### src/rtl/vga_sync_generator.sv
// VGA raster timing generator: pixel-rate divider, column/row counters and
// registered sync, display-enable and line/frame start strobes.
module vga_sync_generator #(
    parameter int DISP_COLS = 640,
    parameter int H_FP      = 16,
    parameter int H_SYNC    = 96,
    parameter int H_BP      = 48,
    parameter int DISP_ROWS = 480,
    parameter int V_FP      = 10,
    parameter int V_SYNC    = 2,
    parameter int V_BP      = 33,
    parameter int CLK_DIV   = 2
) (
    input  logic        clk,
    input  logic        rst_n,
    output logic [11:0] col_counter,
    output logic [11:0] row_counter,
    output logic        hsync,
    output logic        vsync,
    output logic        disp_en,
    output logic        pix_tick,
    output logic        line_start,
    output logic        frame_start
);

    localparam int H_TOTAL = DISP_COLS + H_FP + H_SYNC + H_BP;
    localparam int V_TOTAL = DISP_ROWS + V_FP + V_SYNC + V_BP;
    localparam int DIV_W   = (CLK_DIV > 1) ? $clog2(CLK_DIV) : 1;

    localparam logic [DIV_W-1:0] DIV_LAST = DIV_W'(CLK_DIV - 1);
    localparam logic [11:0] COL_LAST = 12'(H_TOTAL - 1);
    localparam logic [11:0] ROW_LAST = 12'(V_TOTAL - 1);
    localparam logic [11:0] HS_BEG   = 12'(DISP_COLS + H_FP);
    localparam logic [11:0] HS_END   = 12'(DISP_COLS + H_FP + H_SYNC - 1);
    localparam logic [11:0] VS_BEG   = 12'(DISP_ROWS + V_FP);
    localparam logic [11:0] VS_END   = 12'(DISP_ROWS + V_FP + V_SYNC - 1);
    localparam logic [11:0] COLS     = 12'(DISP_COLS);
    localparam logic [11:0] ROWS     = 12'(DISP_ROWS);

    logic [DIV_W-1:0] div;
    logic             adv;
    logic [11:0]      col_next;
    logic [11:0]      row_next;

    // Last clk of a pixel period. Gated by rst_n so that with CLK_DIV=1
    // the tick still reads 0 while reset is held.
    assign adv      = (div == DIV_LAST);
    assign pix_tick = rst_n & adv;

    // Next raster position: column advances per pixel, row on column wrap.
    always_comb begin
        col_next = col_counter;
        row_next = row_counter;
        if (adv) begin
            if (col_counter == COL_LAST) begin
                col_next = '0;
                if (row_counter == ROW_LAST) begin
                    row_next = '0;
                end else begin
                    row_next = row_counter + 12'd1;
                end
            end else begin
                col_next = col_counter + 12'd1;
            end
        end
    end

    // Pixel-rate divider, free-running 0..CLK_DIV-1.
    always_ff @(posedge clk or negedge rst_n) begin
        if (!rst_n) begin
            div <= '0;
        end else if (adv) begin
            div <= '0;
        end else begin
            div <= div + DIV_W'(1);
        end
    end

    // Counters plus decodes computed from the next position, so the
    // registered syncs line up with the counters with no skew.
    always_ff @(posedge clk or negedge rst_n) begin
        if (!rst_n) begin
            col_counter <= COL_LAST;
            row_counter <= ROW_LAST;
            hsync       <= 1'b1;
            vsync       <= 1'b1;
            disp_en     <= 1'b0;
            line_start  <= 1'b0;
            frame_start <= 1'b0;
        end else begin
            col_counter <= col_next;
            row_counter <= row_next;
            hsync       <= !((col_next >= HS_BEG) && (col_next <= HS_END));
            vsync       <= !((row_next >= VS_BEG) && (row_next <= VS_END));
            disp_en     <= (col_next < COLS) && (row_next < ROWS);
            line_start  <= adv && (col_counter == COL_LAST);
            frame_start <= adv && (col_counter == COL_LAST) && (row_counter == ROW_LAST);
        end
    end

endmodule

### config.mk
export PLATFORM = sky130hd
export DESIGN_NAME = vga_sync_generator
export DESIGN_NICKNAME = d
export VERILOG_FILES = /design/src/rtl/vga_sync_generator.sv
export SDC_FILE = /design/constraint.sdc
export NUM_CORES = 1
export LEC_CHECK = 0
export BUFFER_PORTS_ARGS = -buffer_cell sky130_fd_sc_hd__buf_2
export CORE_MARGIN = 5
export CORE_UTILIZATION = 50
export CTS_CLUSTER_SIZE = 16
export DETAILED_ROUTE_END_ITERATION = 10
export MAX_ROUTING_LAYER = met4
export PLACE_DENSITY = 0.69
export SYNTH_ARGS = -nofsm -noshare
export SYNTH_HDL_FRONTEND = slang
export SYNTH_SLANG_ARGS = --single-unit
### constraint.sdc
create_clock -name clk -period 3.8 [get_ports clk]
set_input_delay 0.76 -clock clk [delete_from_list [all_inputs] [get_ports clk]]
set_output_delay 0.76 -clock clk [all_outputs]
set_load 0.01 [all_outputs]
==> flow_summary.json, run 1 <==
{
  "clock_skew_ns": 0.008638,
  "fin_nets": 228,
  "syn_nets": 204,
  "ys.flop_type": "dfrtp_1",
  "cts_tree": "built",
  "grt_pass1_wl_mm": 7.362,
  "outcome": "finished clean",
  "synth.area.mux_share_pct": 2.318,
  "fin_crit_ns": 2.701,
  "grt-ovfl-total": 0,
  "dp_hpwl_mm": 3.082,
  "worst_pin_slew_ns": 0.6860,
  "nFillCells": 334,
  "cap_violations": 0,
  "yosysTopAreaCell": "dfrtp_1",
  "grt_max_degree": 32,
  "ant_nets": 0,
  "layout-drive-gt1-share_pct": 26.34,
  "clk_pin_slew_ns": 0.07,
  "synth-simple-area-share_pct": 29.04,
  "first_pass_iters": 4,
  "drc": 0,
  "gp_congestion": 0.9079,
  "setup_tns_ns": 0,
  "cp_data_arrival_time_ns": 2.89,
  "ir_drop_uv": 178.4,
  "timing.hold.ws_ns": 0.5086,
  "syn_area_per_cell_um2": 9.224,
  "synth_top_family_by_area": "simple AND/OR/NAND/NOR gates",
  "finalHoldViolCount": 0,
  "synthXorXnorAreaFrac_pct": 6.203,
  "required_ns": 3.99,
  "ff_latch_area_um2": 765.7,
  "setup_violations": 0,
  "ys_types": 48,
  "synth.cell_area_um2": 1836,
  "post-route-util_pct": 58.99,
  "placed_cells": 264,
  "finalNonFillerCells": 272,
  "clockBufferDepth": 2,
  "rrSetupSlack_ns": 1.10,
  "drtIter0Drc": 118,
  "h-tree-depth": 2,
  "rsz0062_at_grt": "false",
  "wl_per_cell_um": 15.48,
  "ios": 32,
  "insertion_delay_ns": 0.28,
  "slew_headroom_pct": 54.26,
  "num_vias": 1605,
  "die_height_um": 70.59,
  "critPathLaunchType": "register",
  "die_w_um": 70.59,
  "avgViaCountPerCell": 5.901,
  "crit_fanout": 16,
  "post_cts_buffers": 0,
  "p_per_area_nw_per_um2": 342.9,
  "synth_seq_area_share_pct": 41.72,
  "final_cell_mix": "31 x buf_2, 21 x nand2_1, 20 x o21ai_0",
  "r2r_cells": 8,
  "area_delta_synth_final_pct": 15.88,
  "synth_fa_ha_area_share_pct": 2.045,
  "grt_pass1_vias": 1566,
  "synth_edf_count": 0,
  "post_cts_resized": 0,
  "yosys.area.top_type_share_pct": 24.54,
  "hp-class": "input pin to asynchronous set/reset pin",
  "postPlaceCellArea_um2": 1984,
  "finalCritPeriodShare_pct": 71.08,
  "n_antenna_cell": 0,
  "cts_buffers": 5,
  "synth-seq-cells": 30,
  "multi_input_area_um2": 977.2,
  "rows": 22,
  "drv_slew": 0,
  "r2r-end": "vsync",
  "cp-end-kind": "register",
  "critPathKind": "register to register",
  "synth_area_leaders": "dfrtp_1 25%, dfstp_2 17%, o21ai_0 5.5%",
  "drt_wl_total_mm": 4.210,
  "hold_buffers": 0,
  "final_common_cell": "buf_2",
  "portBuffers": 31,
  "stdcell_area_um2": 2127,
  "core_um2": 3606,
  "r2r-start": "col_counter[0]",
  "max_freq_mhz": 370.2,
  "synth_compound_area_share_pct": 13.63,
  "antenna_found_initial": 0,
  "die_area_um2": 4983,
  "yosys_warnings": 0,
  "cts_root_buf": "clkbuf_8",
  "start_util_pct": 50.90,
  "clock_sinks": 30,
  "track_usage_pct": 18.61,
  "p_leak_nw": 0.9597,
  "async_flop_share_pct": 100.0,
  "syn_inst": 199
}
cell type report:
type / count / area share [%]
inverters: 7 / 1.235
clock buffers: 6 / 3.882
flip-flops and latches: 30 / 36.00
multi-input cells: 148 / 45.94
well taps: 48 / 2.824
repair buffers: 31 / 7.294
clock inverters: 2 / 2.824
cells by family (layout without fill, tap and decap cells):
group	Yosys count	in the layout
mux	4	4
fa+ha+maj	3	3
compound gates	41	41
buf+inv	21	46
flops	30	30
xor+xnor	13	13
simple gates	87	87
synth_stat cells (2+ instances only):
master / n
or4_1: 2
nand2b_1: 3
and3_1: 9
buf_2: 4
nand4_1: 8
nand2_1: 21
a311oi_1: 2
dfrtp_1: 18
a21oi_1: 9
ha_1: 3
nand3_1: 11
and2_1: 4
nor3_1: 2
xnor2_1: 10
mux2_2: 2
xor2_1: 3
nand4b_1: 3
and4_1: 3
mux2i_1: 2
o21ai_0: 20
dfstp_2: 12
clkbuf_1: 8
nor3b_1: 2
o31ai_1: 2
or3_1: 2
nor2_1: 5
nor2b_1: 3
inv_1: 6
worst max-delay path, stage by stage, from the launching register on:
cell and delay [ns]:
dfstp_2 0.57, ha_1 0.24, nand2_1 0.12, nand4b_4 0.32, inv_2 0.29, nand2b_2 0.17, o31ai_2 0.28, nand3_1 0.11
or4_1 0.51
per-layer routing:
layer	track usage, %	up-vias	routed length, µm
li1	-	769	-
met1	23.85	776	1821
met2	28.79	51	2056
met3	4.403	9	253
met4	6.889	0	78
met5	-	-	0
worst max-delay path by stage:
stage	startpoint	endpoint	slack [ns]
global route	col_counter[0]	vsync	0.92
detailed placement	col_counter[0]	vsync	1.14
global placement	col_counter[0]	vsync	1.29
floorplan	col_counter[4]	vsync	1.47
finish	col_counter[0]	vsync	1.10
CTS	col_counter[0]	vsync	1.12
per-stage QoR:
stage	setup slack (ns)	power, mW
floorplan	1.469	0.3262
global placement	1.286	0.3332
detailed placement	1.144	0.3337
CTS	1.116	0.7355
global route	0.9241	0.7530
finish	1.099	0.7294
report_power, final:
part           switching [mW]  leakage, nW  internal [mW]  total [mW]
clock network           0.122       0.0714          0.280       0.402
logic                 0.00667        0.521       0.000993     0.00767
registers                   0        0.367          0.320       0.320
sequential cells by signal (all words and copies together) (netlist names):
name / count
adv: 1
col_counter: 12
disp_en: 1
frame_start: 1
hsync: 1
line_start: 1
row_counter: 12
vsync: 1
(Power assumes the default switching activity.)
==> run 2: changes to the inputs <==
--- a/config.mk
+++ b/config.mk
@@ -5,13 +5,14 @@
 export SDC_FILE = /design/constraint.sdc
 export NUM_CORES = 1
 export LEC_CHECK = 0
+export ABC_AREA = 1
 export BUFFER_PORTS_ARGS = -buffer_cell sky130_fd_sc_hd__buf_2
 export CORE_MARGIN = 5
 export CORE_UTILIZATION = 50
 export CTS_CLUSTER_SIZE = 16
 export DETAILED_ROUTE_END_ITERATION = 10
 export MAX_ROUTING_LAYER = met4
-export PLACE_DENSITY = 0.69
+export PLACE_DENSITY = 0.72
 export SYNTH_ARGS = -nofsm -noshare
 export SYNTH_HDL_FRONTEND = slang
 export SYNTH_SLANG_ARGS = --single-unit
==> constraint.sdc (replaced) <==
create_clock -name clk -period 2.4 [get_ports clk]
set_input_delay 0.48 -clock clk [delete_from_list [all_inputs] [get_ports clk]]
set_output_delay 0.48 -clock clk [all_outputs]
set_load 0.01 [all_outputs]
==> run 2 against run 1 <==
First-iteration DRC count down 13%. Die area up 4.3%. Via count up 14%. Hold slack worse by 0.29 ns. Largest power group is now sequential cells. Critical path type unchanged. Routed wire length up 9.0%. Critical path depth up 3. Global-route usage up 2.9 points.
==> flow_summary.json, run 2 <==
{
  "outcome": "finished clean",
  "syn_nets": 284,
  "start_util_pct": 52.24,
  "drtIter0Drc": 103,
  "totalPowerFinal_mw": 0.9376,
  "hold_buffers": 0,
  "synthXorXnorAreaFrac_pct": 1.818,
  "post_cts_resized": 0,
  "path_cells": "ha_1 > nand3_1 > nor2_1 > nand3_2 > nor2_4 > nand2_1 > xor2_1 > nor2_2 > nand2_1 > nor2_1 > nor2_1",
  "grt_pass1_wl_mm": 8.383,
  "synth-simple-area-share_pct": 41.49,
  "reg_top3": "col_counter x12, row_counter x12",
  "yosys.area.top_type_share_pct": 23.38,
  "drc": 0,
  "ant_nets": 0,
  "grt_max_degree": 31,
  "synth_top_family_by_area": "simple AND/OR/NAND/NOR gates",
  "ir_drop_uv": 384.6,
  "synth_seq_area_share_pct": 39.74,
  "setup_violations": 0,
  "synth-seq-cells": 30,
  "die_w_um": 72.08,
  "layout-drive-gt1-share_pct": 22.96,
  "met1_length_mm": 2.001,
  "fin_nets": 322,
  "grt-ovfl-total": 0,
  "synth.cell_area_um2": 1927,
  "crit_fanout": 6,
  "worst_pin_slew_ns": 0.3698,
  "h-tree-depth": 2,
  "cp_slowest_cell": "dfstp_2",
  "finalCritPeriodShare_pct": 86.83,
  "first_pass_iters": 6,
  "rows": 22,
  "yosysTopAreaCell": "dfrtp_1",
  "cp_data_arrival_time_ns": 2.26,
  "clockBufferDepth": 2,
  "critPathLaunchType": "register",
  "clk_pin_slew_ns": 0.06,
  "final_common_cell": "nand2_1",
  "synth_fa_ha_area_share_pct": 1.948,
  "fin_crit_ns": 2.084,
  "r2r_cells": 11,
  "cts_root_buf": "clkbuf_8",
  "insertion_delay_ns": 0.28,
  "cap_violations": 0,
  "r2r-end": "disp_en",
  "synth_compound_area_share_pct": 4.675,
  "wl_per_cell_um": 12.54,
  "postPlaceCellArea_um2": 2147,
  "ios": 32,
  "drt_wl_total_mm": 4.591,
  "drv_slew": 0,
  "critPathKind": "register to register",
  "post-route-util_pct": 60.69,
  "area_delta_synth_final_pct": 16.17,
  "ys_types": 29,
  "setup_tns_ns": 0,
  "clock_sinks": 30,
  "max_freq_mhz": 479.9,
  "wl_met3_um": 226,
  "cts_tree": "built",
  "cp_common_cell": "nor2_1",
  "dp_hpwl_mm": 3.601,
  "synth_area_leaders": "dfrtp_1 23%, dfstp_2 16%, nand2_1 15%",
  "post_cts_buffers": 0,
  "synth_most_common_cell": "nand2_1",
  "grt_pass1_vias": 1881,
  "final_cell_mix": "79 x nand2_1, 45 x inv_1, 34 x nor2_1",
  "num_vias": 1832,
  "rrSetupSlack_ns": 0.32,
  "slowest_delay_ns": 0.54,
  "ys.flop_type": "dfrtp_1",
  "synth.area.mux_share_pct": 0,
  "die_height_um": 72.08,
  "stdcell_area_um2": 2238,
  "core_um2": 3689,
  "clock_skew_ns": 0.002907,
  "portBuffers": 31,
  "nFillCells": 374,
  "required_ns": 2.58,
  "n_antenna_cell": 0,
  "finalHoldViolCount": 0,
  "rsz0062_at_grt": "false",
  "track_usage_pct": 21.47,
  "hp-class": "input pin to asynchronous set/reset pin",
  "synth_edf_count": 0,
  "wl_met2_mm": 2.243,
  "yosys_warnings": 0,
  "syn_area_per_cell_um2": 6.906,
  "p_leak_nw": 1.203,
  "gp_congestion": 0.8780,
  "cp-end-kind": "register",
  "avgViaCountPerCell": 5.005,
  "cts_buffers": 5,
  "slew_headroom_pct": 75.35,
  "async_flop_share_pct": 100.0,
  "antenna_found_initial": 0,
  "die_area_um2": 5196,
  "r2r-start": "col_counter[0]",
  "topRoutingLayerUsed": "met4",
  "p_per_area_nw_per_um2": 418.9,
  "synth_commonest_cells": "79 x nand2_1, 45 x inv_1, 34 x nor2_1",
  "syn_inst": 279
}
[run 2: cell count changes in the layout (fill, tap and decap cells not counted), sizes merged, moves of 6 or more]
cell   before  now
nor3        2    8
and3        9    1
nor2        5   42
o21ai      20   11
nand2      21   81
nand3      11   30
inv         7   48
xnor2      10    0
[run 2: how the worst max path moves through the flow]
| stage | startpoint | end | slack [ns] | cells after the start |
|---|---|---|---|---|
| 2_1_floorplan | col_counter[0] | disp_en | 0.53 | 11 |
| 3_3_place_gp | col_counter[0] | disp_en | 0.32 | 14 |
| 3_5_place_dp | col_counter[0] | disp_en | 0.32 | 14 |
| 4_1_cts | col_counter[0] | disp_en | 0.31 | 14 |
| 5_1_grt | col_counter[1] | disp_en | 0.05 | 14 |
| 6_report | col_counter[0] | disp_en | 0.32 | 11 |
[run 2: report_power, final]
| group | total [mW] | switching, mW | internal [mW] |
|---|---|---|---|
| logic | 0.0133 | 0.0107 | 0.00255 |
| clock network | 0.417 | 0.187 | 0.231 |
| registers | 0.507 | 0 | 0.507 |
| total | 0.938 | 0.197 | 0.740 |
[run 2: layout make-up]
type                       instances  area, µm²  share of cell area [%]
tap                               48      60.06                   2.683
clock inverter                     1      5.005                  0.2236
multi-input combinational        197      962.2                   42.98
timing repair buffer              33      170.2                   7.602
sequential                        30      765.7                   34.21
inverter                          50      188.9                   8.440
clock buffer                       7      86.33                   3.857
[run 2: metrics by stage]
stage               instances  hold slack, ns  setup WS (ns)
global route              366          0.2608        0.05400
detailed placement        358          0.5386         0.3163
floorplan                 279          0.1844         0.5318
finish                    366          0.2216         0.3161
CTS                       366          0.2297         0.3065
global placement          358          0.5361         0.3229
[run 2: logic make-up (layout without fill, tap and decap cells)]
logic type / Yosys count / in the layout
DFF: 30 / 30
and+or+nand+nor: 173 / 173
xor gates and xnor gates: 4 / 4
AOI/OAI and AO/OA: 17 / 17
buffers and inverters: 52 / 91
adders and majority gates: 3 / 3
[run 2: critical path, delay by kind of cell, from the launching register on]
kind | cells | cell delay (ns)
AND/OR/NAND/NOR | 9 | 1.03
flip-flops | 1 | 0.54
adder cells (fa/ha/maj) | 1 | 0.25
XOR/XNOR | 1 | 0.17
[run 2: routing by layer]
metal,up-vias,track usage (%)
met1,816,25.07
met2,58,34.88
met3,13,5.263
met4,0,9.603
met5,-,-
li1,945,-
